==> config.mk <==
export PLATFORM = sky130hd
export DESIGN_NAME = proximity_motor_ctrl
export DESIGN_NICKNAME = d
export VERILOG_FILES = /design/src/rtl/proximity_motor_ctrl.sv
export SDC_FILE = /design/constraint.sdc
export NUM_CORES = 1
export LEC_CHECK = 0
export CORE_UTILIZATION = 54
export CTS_CLUSTER_SIZE = 40
export DETAILED_ROUTE_END_ITERATION = 7
export PLACE_DENSITY = 0.83
export SETUP_SLACK_MARGIN = 0.05
export SLEW_MARGIN = 40
export SYNTH_ARGS = -nofsm -noshare
export SYNTH_HDL_FRONTEND = slang
export SYNTH_SLANG_ARGS = --single-unit
export TNS_END_PERCENT = 20
==> constraint.sdc <==
create_clock -name clk -period 4.2 [get_ports clk]
set_input_delay 0.84 -clock clk [delete_from_list [all_inputs] [get_ports clk]]
set_output_delay 0.84 -clock clk [all_outputs]
set_load 0.05 [all_outputs]
==> src/rtl/proximity_motor_ctrl.sv <==
// proximity_motor_ctrl: debounced near/far sequencing of the motor enable and
// alarm, with a saturated intrusion depth and its 7-segment encoding.
module proximity_motor_ctrl #(
    parameter int unsigned SAFE_DIST  = 10,
    parameter int unsigned STABLE_CYC = 4,
    parameter int unsigned HOLD_CYC   = 8
) (
    input  logic       clk,
    input  logic       rst,
    input  logic       sample_valid,
    input  logic [4:0] distance,
    output logic       motor_en,
    output logic       alarm,
    output logic [2:0] excess,
    output logic [6:0] seg,
    output logic [1:0] state
);

    localparam int unsigned DCNT_W = $clog2(STABLE_CYC + 1);
    localparam int unsigned HOLD_W = $clog2(HOLD_CYC + 1);
    localparam int unsigned DIFF_W = 6;

    localparam logic [1:0] ST_IDLE = 2'd0;
    localparam logic [1:0] ST_RUN  = 2'd1;
    localparam logic [1:0] ST_STOP = 2'd2;
    localparam logic [1:0] ST_COOL = 2'd3;

    // filt_q = 1 means the filtered class is near
    logic [1:0]        state_q,    state_d;
    logic              filt_q,     filt_d;
    logic [DCNT_W-1:0] dcnt_q,     dcnt_d;
    logic [HOLD_W-1:0] hold_q,     hold_d;
    logic [2:0]        excess_q,   excess_d;
    logic [6:0]        seg_q,      seg_d;
    logic              motor_en_q, motor_en_d;
    logic              alarm_q,    alarm_d;

    logic              sample_near;
    logic              flip;
    logic [DIFF_W-1:0] diff;

    // 7-segment {g,f,e,d,c,b,a} active-high encoding of a 0..7 digit
    function automatic logic [6:0] seg_enc(input logic [2:0] v);
        logic [6:0] s;
        case (v)
            3'd0:    s = 7'h3F;
            3'd1:    s = 7'h06;
            3'd2:    s = 7'h5B;
            3'd3:    s = 7'h4F;
            3'd4:    s = 7'h66;
            3'd5:    s = 7'h6D;
            3'd6:    s = 7'h7D;
            default: s = 7'h07;
        endcase
        return s;
    endfunction

    // Sample classification, excess computation and debounce filter
    always_comb begin
        sample_near = ({1'b0, distance} < DIFF_W'(SAFE_DIST));
        diff        = DIFF_W'(SAFE_DIST) - DIFF_W'(distance);
        excess_d    = excess_q;
        filt_d      = filt_q;
        dcnt_d      = dcnt_q;
        flip        = 1'b0;
        if (sample_valid) begin
            if (sample_near) begin
                excess_d = (diff > DIFF_W'(7)) ? 3'd7 : diff[2:0];
            end else begin
                excess_d = 3'd0;
            end
            if (sample_near == filt_q) begin
                dcnt_d = '0;
            end else if (dcnt_q == DCNT_W'(STABLE_CYC - 1)) begin
                flip   = 1'b1;
                filt_d = sample_near;
                dcnt_d = '0;
            end else begin
                dcnt_d = dcnt_q + DCNT_W'(1);
            end
        end
        seg_d = seg_enc(excess_d);
    end

    // Next-state logic and registered output decode
    always_comb begin
        state_d = state_q;
        hold_d  = hold_q;
        case (state_q)
            ST_IDLE: begin
                if (flip && !filt_d) state_d = ST_RUN;
            end
            ST_RUN: begin
                if (flip && filt_d) state_d = ST_STOP;
            end
            ST_STOP: begin
                if (flip && !filt_d) begin
                    state_d = ST_COOL;
                    hold_d  = HOLD_W'(HOLD_CYC - 1);
                end
            end
            default: begin
                if (hold_q != '0) hold_d = hold_q - HOLD_W'(1);
                // a near flip beats an expiring hold on the same edge
                if (flip && filt_d) begin
                    state_d = ST_STOP;
                end else if (hold_q == '0) begin
                    state_d = ST_RUN;
                end
            end
        endcase
        motor_en_d = (state_d == ST_RUN);
        alarm_d    = (state_d == ST_STOP);
    end

    // State and datapath registers, asynchronously reset
    always_ff @(posedge clk or posedge rst) begin
        if (rst) begin
            state_q    <= ST_IDLE;
            filt_q     <= 1'b1;
            dcnt_q     <= '0;
            hold_q     <= '0;
            excess_q   <= 3'd0;
            seg_q      <= 7'h3F;
            motor_en_q <= 1'b0;
            alarm_q    <= 1'b0;
        end else begin
            state_q    <= state_d;
            filt_q     <= filt_d;
            dcnt_q     <= dcnt_d;
            hold_q     <= hold_d;
            excess_q   <= excess_d;
            seg_q      <= seg_d;
            motor_en_q <= motor_en_d;
            alarm_q    <= alarm_d;
        end
    end

    assign motor_en = motor_en_q;
    assign alarm    = alarm_q;
    assign excess   = excess_q;
    assign seg      = seg_q;
    assign state    = state_q;

endmodule

==> impl_metrics.ini, run 1 <==
[global_routing]
antenna_found_initial = 0
track_usage_pct = 20.8
grt_pass1_vias = 771
grt_max_degree = 23
gr-total-overflow = 0
grt_first_pass_wirelength_um = 3210

[detailed_routing]
drtAntennaViolNets = 0
dr.pass1.iters = 4
num_vias = 835
route.detailed.drc = 0
post_drt_via_cell_ratio = 5.49
wl_per_cell_um = 12.7
drt_iter0_markers = 10
wl_um = 1930

[die]
num_rows = 16
die_y_um = 47.5
core-area_sq_um = 1960
die-area_sq_um = 2260
io_pins = 22
die_x_um = 47.5
initial_core_util_pct = 57.1

[clocking]
insertion_delay_ns = 0.31
postCtsResizedCells = 0
post-cts-setup-buffers = 0
h-tree-depth = 1
clockBufferDepth = 2
root_buffer = clkbuf_4
cts_tree = yes
numCtsBuffers = 3
ctsHoldBuffers = 0
clock-sinks = 22
clkTransAtPathRegs_ns = 0.12

[flow_run]
maxCapViolCount = 0

[critical_path]
crit_path_cell_trace = clkdlybuf4s50_1 > ha_1 > nor3b_1 > mux2i_1 > o31ai_2 > inv_1 > maj3_2
cp.required_ns = 4.45
endpoint_kind = register
crit_family = buffers and inverters
crit_path_start_kind = input pin
arrival_ns = 2.97
cp.buffers_inverters = 2
critPathMaxFanout = 5
critPathSlowestCell = clkdlybuf4s50_1
max_stage_delay_ns = 0.50
path_class = in2reg

[logic_synthesis]
synth_edf_count = 0
ys.flop_type = dfrtp_1
netlist_area_sq_um = 1120
ys_types = 45
syn_inst = 104
avgSynthCellArea_sq_um = 10.8
mappedNetlistNets = 116
yosysWarnings = 0
async_flop_share_pct = 100
yosys-top-cells-area = dfrtp_1, dfstp_2, ha_1
yosys.area.top_type = dfrtp_1
synth_seq_cells = 22
synth_most_common_cell = dfrtp_1
netlist.area_leader.share_pct = 33.5
seq_area_frac_synth_pct = 49.9
ys_top_cells_by_count = dfrtp_1, inv_1, nand2_1, dfstp_2, a21oi_1

[placement]
place_ws_ns = 1.15
dp_hpwl_um = 1450
gp_congestion = 0.842
port-buffer-count = 21

[sta]
relSlewSlack_pct = 66.4
setup_viol = 0
period_share_pct = 64.8
finClkSkew_ns = 0.00266
setup_tns_ns = 0
min_period_ns = 2.72
fmax_ghz = 0.368
worst_slew_pin_slew_ns = 0.502
hold_ws_ns = 0.502
drv_slew = 0
rsz0062_at_grt = false
hold_violations = 0
fin_ws_ns = 1.48

[power]
leakagePower_nw = 0.591
p_per_area_nw_per_um2 = 572
irDropWorstVdd_mv = 0.388
total_power_mw = 0.782

[layout]
area_delta_synth_final_pct = 22.2
final_util_pct = 69.8
diodes = 0
drive_gt1_share_pct = 16.0
fin_nets = 138

[run_status]
status = finished, final reports clean

[hold_path]
min_path_type = reg2reg
-- per-stage QoR --
| stage | instance area [sq um] | cells |
|---|---|---|
| floorplan | 1120 | 104 |
| global placement | 1330 | 148 |
| detailed placement | 1330 | 148 |
| CTS | 1370 | 152 |
| global route | 1370 | 152 |
| finish | 1370 | 152 |
-- worst register-to-register path, cell delays in order, from the launching register on --
cell and delay, ns:
dfrtp_1 0.39, ha_1 0.16, nor2b_1 0.23, nand2_1 0.12, nor3b_1 0.24, o21a_1 0.22
o221ai_1 0.12
-- final timing paths --
kind	from	endpoint	slack [ns]	cells past startpoint
worst min register to register	filt_q$_DFF_PP1_	filt_q$_DFF_PP1_	0.50	2
worst max register to register	dcnt_q[0]$_DFFE_PP0P_	hold_q[3]$_DFFE_PP0P_	2.59	6
worst min-delay path	filt_q$_DFF_PP1_	filt_q$_DFF_PP1_	0.50	2
max in group asynchronous	rst	filt_q$_DFF_PP1_	3.03	2
worst max-delay path	distance[0]	seg[5]$_DFF_PP1_	1.48	7
min in group asynchronous	rst	hold_q[1]$_DFFE_PP0P_	0.83	2
-- final cells by class --
class | instances | area, sq um
clock buffers | 4 | 36.3
fillers | 155 | 593
inverters | 10 | 37.5
multi-input cells | 68 | 492
flip-flops and latches | 22 | 559
well taps | 27 | 33.8
repair buffers | 21 | 210
-- metal layers --
metal  vias up  global-route usage, %  part of all wire, %  wire length (um)
met5         -                      0                    0                 0
met4         0                   11.7                  2.6                50
met3         7                   4.91                  3.0                57
met2        18                   34.5                   48               928
met1       404                   24.8                   46               892
li1        406                      -                    -                 -
-- layout by cell type, fill, tap and decap left out, types with 3 or more instances in the layout --
master           synthesis  layout
nor2b_1                  3       3
clkbuf_4                 0       3
nand3_1                  3       3
dfstp_2                  7       7
inv_1                   10       9
clkdlybuf4s50_1          0      21
nand2_1                  8       8
dfrtp_1                 15      15
ha_1                     4       4
a21oi_1                  5       5
-- kinds of logic (layout without fill, tap and decap cells) --
logic type / Yosys count / in the layout / synth area share [%]
AND/OR/NAND/NOR: 34 / 34 / 17.8
AO/OA/AOI/OAI: 25 / 25 / 17.4
flip-flops: 22 / 22 / 49.9
buffers and inverters: 14 / 35 / 6.14
adder cells (fa/ha/maj): 5 / 5 / 5.47
XOR/XNOR: 3 / 3 / 2.35
multiplexers: 1 / 1 / 0.894
-- state kept, by name (all words and copies together), names as in the netlist --
signal and count:
excess 3, alarm 1, motor_en 1, hold_q 4
seg 7, dcnt_q 3, state 2, filt_q 1
-- where the power goes --
part / switching, mW / internal (mW) / leakage, nW / total [mW]
clock network: 0.0646 / 0.0530 / 0.0210 / 0.118
registers: 0.0482 / 0.281 / 0.257 / 0.329
logic: 0.201 / 0.135 / 0.313 / 0.336
total: 0.314 / 0.469 / 0.591 / 0.782
Note: power is estimated with default switching activity, not from simulation.
==> inputs of run 2 (changes only) <==
--- a/config.mk
+++ b/config.mk
@@ -5,10 +5,10 @@
 export SDC_FILE = /design/constraint.sdc
 export NUM_CORES = 1
 export LEC_CHECK = 0
-export CORE_UTILIZATION = 54
+export CORE_UTILIZATION = 50
 export CTS_CLUSTER_SIZE = 40
 export DETAILED_ROUTE_END_ITERATION = 7
-export PLACE_DENSITY = 0.83
+export PLACE_DENSITY = 0.78
 export SETUP_SLACK_MARGIN = 0.05
 export SLEW_MARGIN = 40
 export SYNTH_ARGS = -nofsm -noshare
==> constraint.sdc (replaced) <==
create_clock -name clk -period 2.6 [get_ports clk]
set_input_delay 0.52 -clock clk [delete_from_list [all_inputs] [get_ports clk]]
set_output_delay 0.52 -clock clk [all_outputs]
set_load 0.05 [all_outputs]
==> impl_metrics.ini, run 2 (same netlist as run 1, synthesis figures left out) <==
[layout]
fillers = 168
multi_input_area_sq_um = 492
fin_nets = 140
diodes = 0
drive_gt1_share_pct = 17.3
final_common_cell = clkdlybuf4s50_1
largest_reg_flops = 7
area_delta_synth_final_pct = 23.6
final_cell_mix = clkdlybuf4s50_1, dfrtp_1, inv_1
seq_area_sq_um = 559

[global_routing]
grt_first_pass_wirelength_um = 3780
use_met3_pct = 4.05
grt_max_degree = 23
track_usage_pct = 21.1
globalRoute.busiestLayer = met2
grtUsageMet1_pct = 24.2
gr-total-overflow = 0
grt_pass1_vias = 876
antenna_found_initial = 0
use_met2_pct = 37.9

[detailed_routing]
drtAntennaViolNets = 0
route.detailed.drc = 0
drt_iter0_markers = 19
num_vias = 826
post_drt_via_cell_ratio = 5.36
wl_per_cell_um = 14.0
wl_um = 2150
dr.pass1.iters = 4

[critical_path]
crit_family = simple AND/OR/NAND/NOR gates
critPathMaxFanout = 6
critPathSlowestCell = clkdlybuf4s50_1
cp.buffers_inverters = 1
cp.required_ns = 2.85
crit_path_start = distance[0]
max_stage_delay_ns = 0.50
path_class = in2reg
arrival_ns = 2.60
crit_path_start_kind = input pin
endpoint_kind = register
crit_path_cell_trace = clkdlybuf4s50_1 > ha_1 > nor4_2 > or2_1 > o211ai_4 > and2_4 > maj3_2
r2r-start = dcnt_q[0]$_DFFE_PP0P_

[die]
die_x_um = 49.3
initial_core_util_pct = 54.8
num_rows = 16
core-area_sq_um = 2040
die_y_um = 49.3
io_pins = 22
die-area_sq_um = 2430

[clocking]
cts_tree = yes
h-tree-depth = 1
ctsHoldBuffers = 0
insertion_delay_ns = 0.31
root_buffer = clkbuf_4
postCtsResizedCells = 0
post-cts-setup-buffers = 0
clkTransAtPathRegs_ns = 0.12
clock-sinks = 22
numCtsBuffers = 3
clockBufferDepth = 2

[sta]
setup_tns_ns = 0
rsz0062_at_grt = false
finClkSkew_ns = 0.00241
drv_slew = 0
period_share_pct = 90.3
min_period_ns = 2.35
hold_ws_ns = 0.503
fin_ws_ns = 0.253
relSlewSlack_pct = 66.2
setup_viol = 0
hold_violations = 0
worst_slew_pin_slew_ns = 0.505
fmax_ghz = 0.426

[run_status]
status = finished, final reports clean

[hold_path]
hp-start = filt_q$_DFF_PP1_
min_path_type = reg2reg

[placement]
gp_congestion = 0.865
port-buffer-count = 21
place_ws_ns = -0.0228
dp_hpwl_um = 1580

[power]
p_per_area_nw_per_um2 = 923
irDropWorstVdd_mv = 0.575
clkPwrFrac_pct = 15.0
leakagePower_nw = 0.601
p_sw_share_pct = 40.2
power.internal_mw = 0.763
switchingPower_mw = 0.514
comb_power_share_pct = 43.3
p_seq_share_pct = 41.7

[flow_run]
maxCapViolCount = 0
run 2: worst register-to-register path: cells and delay by family, from the launching register on:
family / cells / cell delay (ns)
simple gates: 3 / 0.62
fa+ha+maj: 1 / 0.17
compound gates: 2 / 0.34
flops: 1 / 0.40
run 2: power groups by stage:
stage	logic, mW	clock network, mW	registers, mW
after floorplan	0.258	0	0.678
after detailed placement	0.554	0	0.541
after global routing	0.602	0.213	0.550
after CTS	0.556	0.198	0.533
final	0.553	0.191	0.533
after global placement	0.541	0	0.536
run 2: path summary, 6_finish.rpt:
check | endpoint | slack, ns | cells after the start
setup / recovery | seg[5]$_DFF_PP1_ | 0.25 | 7
hold / removal | filt_q$_DFF_PP1_ | 0.50 | 2
setup reg to reg | hold_q[3]$_DFFE_PP0P_ | 0.95 | 6
hold reg to reg | filt_q$_DFF_PP1_ | 0.50 | 2
max in group asynchronous | seg[5]$_DFF_PP1_ | 1.74 | 2
min in group asynchronous | excess[0]$_DFF_PP0_ | 0.52 | 2
run 2: layout make-up:
class / instances / share of cell area, %
Sequential cell: 22 / 40.4
Multi-Input combinational cell: 68 / 35.5
Timing Repair Buffer: 23 / 16.3
Inverter: 10 / 2.71
Clock buffer: 4 / 2.62
Tap cell: 27 / 2.44
run 2: per-layer routing:
layer	routed length [um]	share of wire, %
met5	0	0
met2	1180	55
met4	0	0
met1	874	41
met3	100	4.7
run 2: per-stage QoR:
step | cell area (sq um) | util (%) | power [mW] | cells
2_1_floorplan | 1120 | - | 0.937 | 104
3_3_place_gp | 1350 | 66.0 | 1.08 | 150
3_5_place_dp | 1350 | 66.0 | 1.09 | 150
4_1_cts | 1380 | 67.8 | 1.29 | 154
5_1_grt | 1380 | 67.8 | 1.36 | 154
6_report | 1380 | 67.8 | 1.28 | 154
